===== config.mk =====
export PLATFORM = sky130hd
export DESIGN_NAME = product_accumulator
export DESIGN_NICKNAME = d
export VERILOG_FILES = /design/src/rtl/product_accumulator.sv
export SDC_FILE = /design/constraint.sdc
export NUM_CORES = 1
export LEC_CHECK = 0
export ABC_AREA = 1
export CAP_MARGIN = 20
export CELL_PAD_IN_SITES_DETAIL_PLACEMENT = 0
export CELL_PAD_IN_SITES_GLOBAL_PLACEMENT = 1
export CORE_ASPECT_RATIO = 0.5
export CORE_MARGIN = 1
export CORE_UTILIZATION = 36
export CTS_CLUSTER_DIAMETER = 80
export CTS_CLUSTER_SIZE = 28
export DETAILED_ROUTE_END_ITERATION = 8
export PLACE_DENSITY_LB_ADDON = 0.2
export SLEW_MARGIN = 20
export SYNTH_ARGS = -nofsm -noshare
export SYNTH_HDL_FRONTEND = slang
export SYNTH_SLANG_ARGS = --single-unit
export TNS_END_PERCENT = 20

===== constraint.sdc =====
create_clock -name clk -period 2 [get_ports clk]
set_input_delay 0.4 -clock clk [delete_from_list [all_inputs] [get_ports clk]]
set_output_delay 0.4 -clock clk [all_outputs]
set_load 0.01 [all_outputs]

===== src/rtl/product_accumulator.sv =====
// product_accumulator
// Sits directly behind the 8x8 multiplier. It accumulates the 16-bit product
// stream into a dot-product sum and presents the sum, the term count and a
// sticky overflow flag until the consumer takes them.
// Optional feature macro: SATURATE_EN
//   defined   -> on overflow the sum clamps to all-ones for the rest of the vector
//   undefined -> the sum wraps modulo 2^ACC_W
// The overflow flag behaves the same way in both builds.
module product_accumulator #(
  parameter int ACC_W     = 24,
  parameter int MAX_TERMS = 255,
  parameter int CNT_W     = 8
) (
  input  logic             clk,
  input  logic             reset,
  input  logic [15:0]      p,
  input  logic             in_valid,
  input  logic             in_last,
  output logic             in_ready,
  output logic [ACC_W-1:0] acc_out,
  output logic [CNT_W-1:0] term_cnt,
  output logic             ovf,
  output logic             out_valid,
  input  logic             out_ready
);

  typedef enum logic {ACCUM, HOLD} state_t;

  localparam logic [CNT_W-1:0] MaxTermsC = CNT_W'(MAX_TERMS);

  state_t           state_q;
  logic [ACC_W-1:0] acc_q, acc_d;
  logic [CNT_W-1:0] termCnt_q, termCnt_d;
  logic             ovf_q, ovf_d;
  logic             outValid_q;
  logic             close_d;
  logic [ACC_W:0]   sum;

  // Next values for a product transfer: the extra sum bit is the overflow carry.
  always_comb begin
    sum       = {1'b0, acc_q} + {{(ACC_W-15){1'b0}}, p};
    ovf_d     = ovf_q | sum[ACC_W];
`ifdef SATURATE_EN
    // Once a carry has been seen in this vector the sum stays pinned at its maximum.
    acc_d     = ovf_d ? {ACC_W{1'b1}} : sum[ACC_W-1:0];
`else
    acc_d     = sum[ACC_W-1:0];
`endif
    termCnt_d = termCnt_q + 1'b1;
    close_d   = in_last || (termCnt_d == MaxTermsC);
  end

  // Two-state controller: accumulate products, then hold the result for the consumer.
  always_ff @(posedge clk) begin
    if (reset) begin
      state_q    <= ACCUM;
      acc_q      <= '0;
      termCnt_q  <= '0;
      ovf_q      <= 1'b0;
      outValid_q <= 1'b0;
    end else begin
      case (state_q)
        ACCUM: begin
          if (in_valid) begin
            acc_q     <= acc_d;
            termCnt_q <= termCnt_d;
            ovf_q     <= ovf_d;
            if (close_d) begin
              state_q    <= HOLD;
              outValid_q <= 1'b1;
            end
          end
        end
        HOLD: begin
          if (out_ready) begin
            state_q    <= ACCUM;
            outValid_q <= 1'b0;
            acc_q      <= '0;
            termCnt_q  <= '0;
            ovf_q      <= 1'b0;
          end
        end
        default: begin
          state_q    <= ACCUM;
          outValid_q <= 1'b0;
        end
      endcase
    end
  end

  // Ready is dropped immediately while reset is asserted, not one cycle later.
  assign in_ready  = (state_q == ACCUM) && !reset;
  assign out_valid = outValid_q;
  assign acc_out   = acc_q;
  assign term_cnt  = termCnt_q;
  assign ovf       = ovf_q;

endmodule


# After elaboration in Yosys (flattened, before gate mapping)
# Cells that the tools add are included.
word_totals:
  output_inout_bits: 35
  reg_bits: 35
classes:
  n_eq_ne: 4
  n_reduce_logical: 5
  bitwise: 2
  mux: 16
  addsub: 2
op_table:
  columns: ["operator", "count"]
  rows:
  - ["$mux 24", 2]
  - ["$pmux 24 s2", 1]
  - ["$add 24x16->25", 1]
  - ["$mux 8", 2]
  - ["$pmux 8 s2", 1]
  - ["$add 8x1->8 const B", 1]
  - ["$eq 8x8->1 const B", 1]
  - ["$mux 1", 7]
  - ["$ne 2x2->1 const B", 3]
  - ["$pmux 1 s2", 3]
  - ["$reduce_and 3->1", 1]
  - ["$reduce_and 2->1", 1]
  - ["$logic_and 1x1->1", 1]
  - ["$logic_not 1->1", 1]
  - ["$logic_or 1x1->1", 1]
  - ["$not 1->1", 1]
  - ["$or 1x1->1", 1]

# Logic depth before layout (Yosys ltp)
# Gate-level depths: netlist of run 1.
logic_depth:
  word_depth: 6
  mapped_depth: 13

# Worst setup path after synthesis of run 1
# OpenSTA, ideal clock, no wires.
synth_timing:
  path_kind: "input to register"
  start: "input p[0]"
  end: "register acc_q[8], in the netlist acc_out[8]"
  arrival_ps: 1743
  stages: 9
  required_time_ps: 1868
  n_path_buf: 0
  setup_ps: 132
  setup_slack_ps: 125
  path_cell_list: "ha_1 > fa_1 > nand3_1 > nand3_1 > nand2_1 > nand2_1 > or2_2 > nand3_1 > a21oi_1"
synth_via:
  elab_chain_len: 3
synth_rtl:
  columns: ["element", "line", "rtl"]
  rows:
  - ["start, declared", "16", "input logic [15:0] p,"]
  - ["$add 24x16->25", "41", "sum = {1'b0, acc_q} + {{(ACC_W-15){1'b0}}, p};"]
  - ["$mux 24", "64", "if (in_valid) begin"]
  - ["$pmux 24 s2", "62", "case (state_q)"]
  - ["end signal, assigned", "57", "acc_q <= '0;"]
  - ["end signal, assigned", "65", "acc_q <= acc_d;"]
  - ["end signal, assigned", "78", "acc_q <= '0;"]
  - ["end, declared", "32", "logic [ACC_W-1:0] acc_q, acc_d;"]
# Every way passes these cells. The select of a mux whose other input is x is not followed.
# A chain may end at the register's enable or synchronous reset.

# Worst setup path in the final report of run 1
# Ends and elaborated chain as after synthesis.

==> results of run 1 <==
[through the flow]
step / power [uW] / worst slack, ns
floorplan: 1260 / 0.125
global placement: 1600 / -0.367
detailed placement: 1600 / -0.388
CTS: 2460 / 0.00552
global route: 2630 / -0.0190
finish: 2480 / 0.0434
[worst paths after layout]
check / from / to / slack, ns / cells past startpoint
min reg2reg: ovf / ovf / 0.45 / 2
min: ovf / ovf / 0.45 / 2
max: p[0] / acc_out[8] / 0.04 / 10
max reg2reg: acc_out[0] / acc_out[8] / 0.26 / 9
[power by group through the flow]
stage                     clock network, uW  logic, uW  registers (uW)
after floorplan                           0        450             809
after global placement                    0        805             797
after detailed placement                  0        804             796
after CTS                               866        811             781
after global routing                    887        955             792
final                                   844        853             786
[metal layers]
metal | part of all wire [%] | routed length, um | up-vias | global-route usage, %
met5 | 0 | 0 | - | 0
met4 | 0.81 | 64 | 0 | 4.02
met3 | 3.4 | 266 | 4 | 4.52
met2 | 41 | 3220 | 49 | 31.7
met1 | 55 | 4350 | 1322 | 29.2
li1 | - | - | 1625 | -
[repair_timing]
item,4_1_cts,5_1_grt
setup endpoints to repair,7,17
pin swaps,0,1
hold endpoints to repair,0,0
cloned,0,0
hold buffers,0,0
gates resized for setup,2,21
[critical path, stage by stage]
cell             delay [ns]
clkdlybuf4s50_1        0.41
ha_2                   0.20
fa_2                   0.34
nand3_1                0.10
nand3_2                0.11
nand2_1                0.09
nand2_2                0.07
or2_2                  0.27
nand3_1                0.07
a21oi_1                0.05
[sequential cells by signal, indices dropped and copies added (netlist names)]
signal and count:
acc_out 24, state_q 1, ovf 1, term_cnt 8, out_valid 1
[cells in the mapped netlist, drive strengths merged]
master,count
buf,4
a211oi,1
or2,4
nor2,37
nand4,4
fa,1
nand3,46
o21ai,7
a21oi,48
inv,71
nor3,5
clkbuf,3
dfxtp,35
and2,1
o21bai,1
o22ai,1
a21o,2
nor3b,1
nor4,1
nand3b,2
ha,18
nand2,164
xor2,1
[final cells by class]
class / instances / area [um^2]
fillers: 763 / 3490
multi-input cells: 345 / 1920
repair buffers: 85 / 776
flip-flops and latches: 35 / 701
inverters: 71 / 267
clock buffers: 8 / 156
well taps: 96 / 120
[cells by family (layout without fill, tap and decap cells)]
| group | after synthesis | after routing | share of synthesized area, % |
|---|---|---|---|
| AO/OA/AOI/OAI | 60 | 60 | 11.5 |
| XOR/XNOR | 1 | 1 | 0.312 |
| adder cells (fa/ha/maj) | 19 | 19 | 8.75 |
| buffers and inverters | 78 | 164 | 10.7 |
| flip-flops | 35 | 35 | 25.0 |
| AND/OR/NAND/NOR | 265 | 265 | 43.7 |
==> flow_metrics.py, run 1 <==
metrics = {
    "outcome": {
        "run_status": "completed",
    },
    "placed_design": {
        "gp_congestion": 0.787,
        "place.detailed.hpwl_um": 6000,
        "post-place-cells": 632,
        "port-buffer-count": 55,
        "placement.cell_area_um2": 3670,
    },
    "drt": {
        "firstDrtPassIters": 4,
        "vias_per_cell": 4.69,
        "routed_wl_um": 7900,
        "remaining_drc_errors": 0,
        "drt.antenna.violating_nets": 0,
        "vias": 3000,
        "first_iter_violations": 151,
        "detail_route.wl_per_cell_um": 12.3,
    },
    "floorplanning": {
        "top_level_ports": 56,
        "die_y_um": 64.4,
        "die_width_um": 127,
        "initial_core_util_pct": 37.7,
        "die-area_um2": 8170,
        "core_region_area_um2": 7430,
        "placement_rows": 22,
    },
    "global_routing": {
        "grt_pass1_vias": 2711,
        "grt_max_degree": 27,
        "track_usage_pct": 20.5,
        "antenna_found_initial": 0,
        "grt_first_pass_wirelength_um": 13000,
        "overflow": 0,
    },
    "timing": {
        "setup_viol_count_final": 0,
        "final.setup_skew_ns": 0.00655,
        "final_max_slew_viol_count": 0,
        "relSlewSlack_pct": 77.9,
        "timing.final.crit_share_pct": 97.8,
        "max_slew.worst_pin.slew_ns": 0.332,
        "setup-tns-final_ns": 0,
        "holdWs_ns": 0.449,
        "max_clock_freq_mhz": 511,
        "period_minus_slack_ns": 1.96,
        "rsz0062_at_grt": "yes",
        "timing_hold_violations_final": 0,
    },
    "clocking": {
        "clk_transition_reported_paths_ns": 0.06,
        "clock_tree_buf_depth": 2,
        "tritoncts.num_buffers": 5,
        "tritoncts": "built",
        "cts-root-buf": "clkbuf_16",
        "clkSinkCount": 35,
        "ctsHtreeMaxLevel": 2,
        "post_cts.repair.setup_buffers": 0,
        "clock_network_latency_to_the_later_pin_of_the_worst_skew_pair_ns": 0.28,
    },
    "pwr": {
        "switching_power_summed_over_all_nets_uw": 811,
        "combinationalPowerShare_pct": 34.3,
        "pwr-share-seq_pct": 31.7,
        "vdd.ir_drop.worst_mv": 0.293,
        "p_per_area_nw_per_um2": 630,
        "pwr-share-clk_pct": 34.0,
        "internal_power_uw": 1670,
        "leakage_uw": 0.00177,
        "swShare_pct": 32.7,
    },
    "logic_synthesis": {
        "yosysTopAreaCell": "dfxtp_1",
        "yosysSeqAreaShare_pct": 25.0,
        "post_synth.cell_area_avg_um2": 6.12,
        "synth.yosys.warnings": 0,
        "ys_seq_elements": 35,
        "postSynthCellCount": 458,
        "synth_cell_types": 32,
        "synthesis.nets": 498,
        "post_synth_main_area_contributors": "dfxtp_1, nand2_1, a21oi_1, ha_1, inv_1",
        "synth.cell_area_um2": 2800,
        "synth_top_area_share_pct": 25.0,
    },
    "critical_path": {
        "endpoint_kind": "flip-flop",
        "crit_path_start_kind": "input pin",
        "worstPathArrival_ns": 2.12,
        "required_ns": 2.16,
        "timing.critical_path.fanout_max": 4,
        "setup.worst_path.class": "in -> reg",
    },
    "finish": {
        "layout.cells.most_common": "nand2_1",
        "design.final.nets": 583,
        "insertedDiodeCount": 0,
        "layout-drive-gt1-share_pct": 19.7,
        "most-common-layout-cells": "nand2_1, inv_1, clkdlybuf4s50_1",
        "final_design_area_no_fill_um2": 3940,
        "instances_no_fill": 640,
        "syn2layout_area_growth_pct": 40.6,
        "finish.utilization_pct": 53.0,
    },
    "flow_run": {
        "drv.max_cap_violation_count": 0,
    },
    "hold_path": {
        "hold_path.class": "reg -> reg",
    },
}
No activity file was read; power rests on OpenSTA's default activity.
==> inputs of run 2 (changes only) <==
- CAP_MARGIN: 20 -> 10
==> results of run 2 <==
The final DEF is identical to that of run 1; final timing and power are the same.
==> inputs of run 3 (changes only) <==
- HOLD_SLACK_MARGIN: default -> 0.15
- TNS_END_PERCENT: 20 -> default
==> flow_metrics.py, run 3 (same netlist as run 1, synthesis figures left out) <==
metrics = {
    "finish": {
        "most-common-layout-cells": "nand2_1, inv_1, clkdlybuf4s50_1",
        "layout-drive-gt1-share_pct": 19.7,
        "max_reg_flops": 24,
        "final_design_area_no_fill_um2": 3960,
        "layout.cells.most_common": "nand2_1",
        "insertedDiodeCount": 0,
        "design.final.nets": 583,
        "syn2layout_area_growth_pct": 41.1,
        "finish.utilization_pct": 53.2,
    },
    "drt": {
        "drt.antenna.violating_nets": 0,
        "detail_route.wl_per_cell_um": 12.3,
        "remaining_drc_errors": 0,
        "firstDrtPassIters": 4,
        "first_iter_violations": 138,
        "vias_per_cell": 4.66,
        "vias": 2980,
        "routed_wl_um": 7870,
    },
    "floorplanning": {
        "die_y_um": 64.4,
        "die-area_um2": 8170,
        "initial_core_util_pct": 37.7,
        "top_level_ports": 56,
        "die_width_um": 127,
        "core_region_area_um2": 7430,
        "placement_rows": 22,
    },
    "pwr": {
        "p_per_area_nw_per_um2": 629,
        "leakage_uw": 0.00178,
        "vdd.ir_drop.worst_mv": 0.293,
    },
    "clocking": {
        "cts-root-buf": "clkbuf_16",
        "clk_transition_reported_paths_ns": 0.06,
        "post_cts_hold_buffer_count": 0,
        "tritoncts": "built",
        "clock_tree_buf_depth": 2,
        "ctsHtreeMaxLevel": 2,
        "clock_network_latency_to_the_later_pin_of_the_worst_skew_pair_ns": 0.29,
        "tritoncts.num_buffers": 5,
        "clkSinkCount": 35,
    },
    "timing": {
        "timing.final.crit_share_pct": 96.5,
        "final_max_slew_viol_count": 0,
        "period_minus_slack_ns": 1.93,
        "max_slew.worst_pin.slew_ns": 0.332,
        "rsz0062_at_grt": "yes",
        "setup_viol_count_final": 0,
        "holdWs_ns": 0.449,
        "timing_hold_violations_final": 0,
        "max_clock_freq_mhz": 518,
        "final.setup_skew_ns": 0.00708,
        "relSlewSlack_pct": 77.8,
    },
    "placed_design": {
        "gp_congestion": 0.787,
        "placement.cell_area_um2": 3670,
        "place.detailed.hpwl_um": 6000,
        "port-buffer-count": 55,
    },
    "critical_path": {
        "crit_cells": 10,
        "worstSetupEndpoint": "acc_out[8]",
        "timing.reg2reg.worst_path_depth": 9,
        "timing.critical_path.fanout_max": 4,
        "timing.critical_path.slowest_cell_delay_ns": 0.41,
        "worstPathArrival_ns": 2.09,
        "worst_r2r_startpoint": "acc_out[0]",
        "required_ns": 2.16,
        "path_delay_family": "simple AND/OR/NAND/NOR gates",
        "setup.reg_to_reg.worst_slack_ns": 0.29,
        "setup.worst_path.class": "in -> reg",
        "crit_path_start_kind": "input pin",
        "cpMostUsedCell": "nand3_2",
        "cp_cell_sequence": "clkdlybuf4s50_1 -> ha_2 -> fa_2 -> nand3_2 -> nand3_2 -> nand2_1 -> nand2_2 -> or2_2 -> nand3_1 -> a21oi_1",
        "startpoint": "p[0]",
        "endpoint_kind": "flip-flop",
        "timing.critical_path.slowest_stage_cell": "clkdlybuf4s50_1",
        "r2r-end": "acc_out[8]",
        "worst-path-buf-inv": 1,
    },
    "global_routing": {
        "overflow": 0,
        "grt_max_degree": 27,
        "grt_first_pass_wirelength_um": 13000,
        "track_usage_pct": 20.5,
        "antenna_found_initial": 0,
        "grt_pass1_vias": 2711,
    },
    "flow_run": {
        "drv.max_cap_violation_count": 0,
    },
    "hold_path": {
        "hold_path.class": "reg -> reg",
    },
    "outcome": {
        "run_status": "completed",
    },
}
run 3: worst min-delay path by stage:
stage | startpoint | endpoint | slack [ns] | depth (start not counted)
after detailed placement | ovf | ovf | 0.45 | 2
final | ovf | ovf | 0.45 | 2
after global routing | ovf | ovf | 0.48 | 2
after CTS | ovf | ovf | 0.46 | 2
after floorplan | ovf | ovf | 0.47 | 2
after global placement | ovf | ovf | 0.44 | 2
run 3: metrics by stage:
stage          instances  power, uW  TNS (ns)  setup slack, ns
6_report             640       2490         0           0.0697
5_1_grt              640       2640   -0.0155          -0.0103
4_1_cts              640       2460         0          0.00552
3_5_place_dp         632       1600     -5.14           -0.388
3_3_place_gp         632       1600     -4.94           -0.367
2_1_floorplan        458       1260         0            0.125
run 3: routing by layer:
metal  vias up  share of wire (%)  global-route usage [%]  wire, um
met3         4                3.3                    4.52       262
li1       1626                  -                       -         -
met1      1307                 55                    29.2      4340
met2        43                 41                    31.7      3200
met4         0               0.80                    4.02        63
met5         -                  0                       0         0
run 3: power by group:
group	leakage (uW)	internal [uW]	switching (uW)
logic	0.00141	403	452
registers	0.000286	741	46.5
clock network	0.0000772	531	314
total	0.00178	1670	813
run 3: area by class of cell:
cell class / count / area, um^2
clock buffers: 8 / 156
fillers: 765 / 3480
inverters: 71 / 267
multi-input cells: 345 / 1940
repair buffers: 85 / 776
flip-flops and latches: 35 / 701
well taps: 96 / 120
run 3: repair_timing:
item,CTS,global route
buffers inserted,0,0
resized for setup,2,22
pin swaps,0,1
setup endpoints to repair,7,17
cloned,0,0
run 3: worst min-delay path, stage by stage, from the launching register on:
cell and delay (ns):
dfxtp_1 0.31, inv_1 0.05, a21oi_1 0.05
==> edit, RTL diff (config.mk and constraints of run 1) <==
Change the parameter `CNT_W` from 8 to 6.
--- a/src/rtl/product_accumulator.sv
+++ b/src/rtl/product_accumulator.sv
@@ -11,3 +11,3 @@
   parameter int MAX_TERMS = 255,
-  parameter int CNT_W     = 8
+  parameter int CNT_W     = 6
 ) (
Ports: changed (resized term_cnt); port bits go from 56 to 54. The function was not compared with the original's and may differ.
==> edit against run 1 <==
Count of clock-buffer cells in the layout shrank 2. Design area grew 0.32%. Critical path depth shrank 1. Sequential power shrank 4.1%. Sequential cell count shrank 2. Synthesized area shrank 7.3%. Routed wire length shrank 3.9%. Die area shrank 7.1%. Setup slack gained 0.0049 ns. Core utilization grew 4.8 points. Synthesized cell count shrank 5.2%. Register-to-register slack gained 0.02 ns. Total power shrank 2.3%. Critical endpoint is now acc_out[4]$_SDFFE_PP0P_.
==> edit: results (changes against run 1) <==
Mapped Area = 2600 um^2 (was 2804 um^2)
final WL = 7588 um (was 7898 um)
WL met2 = 2985 um (was 3216 um)
Final GP Congestion = 0.8423 (was 0.7870)
Synth warnings = 0 (unchanged)
# port buffers = 53 (was 55)
outcome = finished, final reports clean (unchanged)
post-cts resize count = 2 (unchanged)
Post-DP HPWL = 5801 um (was 5999 um)
Cell variety after synth = 32 (unchanged)
antenna violations before repair = 0 (unchanged)
cell area after layout = 3955 um^2 (was 3943 um^2)
Setup Skew = 0.007000 ns (was 0.006553 ns)
global-route wire length before repair = 11790 um (was 13000 um)
worst vdd ir = 0.3047 mV (was 0.2926 mV)
Setup Fix Bufs, Post-CTS = 0 (unchanged)
net count reported at finish = 566 (was 583)
vias per cell = 4.719 (was 4.688)
Slew headroom = 0.7110 (was 0.7786)
die width = 122.2 um (was 126.8 um)
fill count = 710 (was 763)
pin count of the biggest net entering global routing = 23 (was 27)
asr flop ratio synth = 0 (unchanged)
placed inst area = 3515 um^2 (was 3666 um^2)
sequential-to-total area share from yosys stat = 0.2541 (was 0.2499)
number of global-route vias before repair = 2461 (was 2711)
overall routing resource usage = 0.2089 (was 0.2055)
Clock transition at path regs = 0.05 ns
met3 Usage GRT = 0.04653 (was 0.04523)
Worst-Skew Late Latency = 0.28 ns (about the same)
diode count = 0 (unchanged)
Synth top cells by count = nand2_1 (155), inv_1 (62), a21oi_1 (38), nand3_1 (37), dfxtp_1 (33) (was nand2_1 (150), inv_1 (60), a21oi_1 (45), nand3_1 (42), dfxtp_1 (35))
WL met1 = 4151 um (was 4351 um)
met3 wire length = 380 um (was 266 um)
Root Driver = clkbuf_16 (unchanged)
layout cells sized above 1 = 0.2049 (was 0.1967)
Crit-path slowest cell = clkdlybuf4s50_1 (unchanged)
max incr delay on CP = 0.41 ns (about the same)
CTS max path bufs = 2 (unchanged)
crit-path max FO = 4 (unchanged)
delay-heaviest family, CP = buffers and inverters (was simple AND/OR/NAND/NOR gates)
synth top area cells = dfxtp_1 (25%), nand2_1 (22%), inv_1 (9.0%) (was dfxtp_1 (25%), nand2_1 (20%), a21oi_1 (8.0%))
Net Count, Synth = 474 (was 498)
P_leak = 1.855 nW (was 1.774 nW)
met1 usage = 0.3031 (was 0.2923)
met2 usage = 0.3115 (was 0.3166)
max reg flops = 24 (unchanged)
Iter 0 DRT Violations = 141 (was 151)
-- edit: metrics by stage --
| step | hold WS, ns | TNS [ns] | cells | setup slack [ns] |
|---|---|---|---|---|
| floorplan | 0.4740 | 0 | 434 | 0.2150 |
| global placement | 0.4469 | -5.141 | 609 | -0.3160 |
| detailed placement | 0.4422 | -5.657 | 609 | -0.3674 |
| CTS | 0.4556 | 0 | 617 | 0.0008888 |
| global route | 0.4724 | -0.1307 | 619 | -0.02592 |
| finish | 0.4508 | 0 | 619 | 0.04823 |
-- edit: path summary, 6_finish.rpt --
| check | from | slack (ns) | depth (start not counted) | endpoint |
|---|---|---|---|---|
| max | p[0] | 0.05 | 9 | acc_out[4]$_SDFFE_PP0P_ |
| min | out_valid$_SDFFE_PP0P_ | 0.45 | 2 | out_valid$_SDFFE_PP0P_ |
| min reg2reg | out_valid$_SDFFE_PP0P_ | 0.45 | 2 | out_valid$_SDFFE_PP0P_ |
| max reg2reg | acc_out[0]$_SDFFE_PP0P_ | 0.28 | 8 | acc_out[4]$_SDFFE_PP0P_ |
-- edit: logic make-up (layout without fill, tap and decap cells) --
family / Yosys count / after routing / synth area share
simple gates: 255 / 255 / 0.4278
buf+inv: 72 / 165 / 0.1078
compound gates: 51 / 51 / 0.1025
flops: 33 / 33 / 0.2541
fa+ha+maj: 19 / 19 / 0.09432
xor+xnor: 4 / 4 / 0.01348
-- edit: power by group --
group	total, W	switching, W	internal, W
combinational	0.000914	0.000463	0.000451
clock	0.000759	0.000302	0.000457
sequential	0.000754	0.0000522	0.000702
-- edit: cell type report --
type / instances / area share
flip-flops and latches: 33 / 0.1670
multi-input cells: 329 / 0.4888
clock buffers: 6 / 0.03258
well taps: 92 / 0.02910
repair buffers: 91 / 0.2158
clock inverters: 2 / 0.002531
inverters: 66 / 0.06422
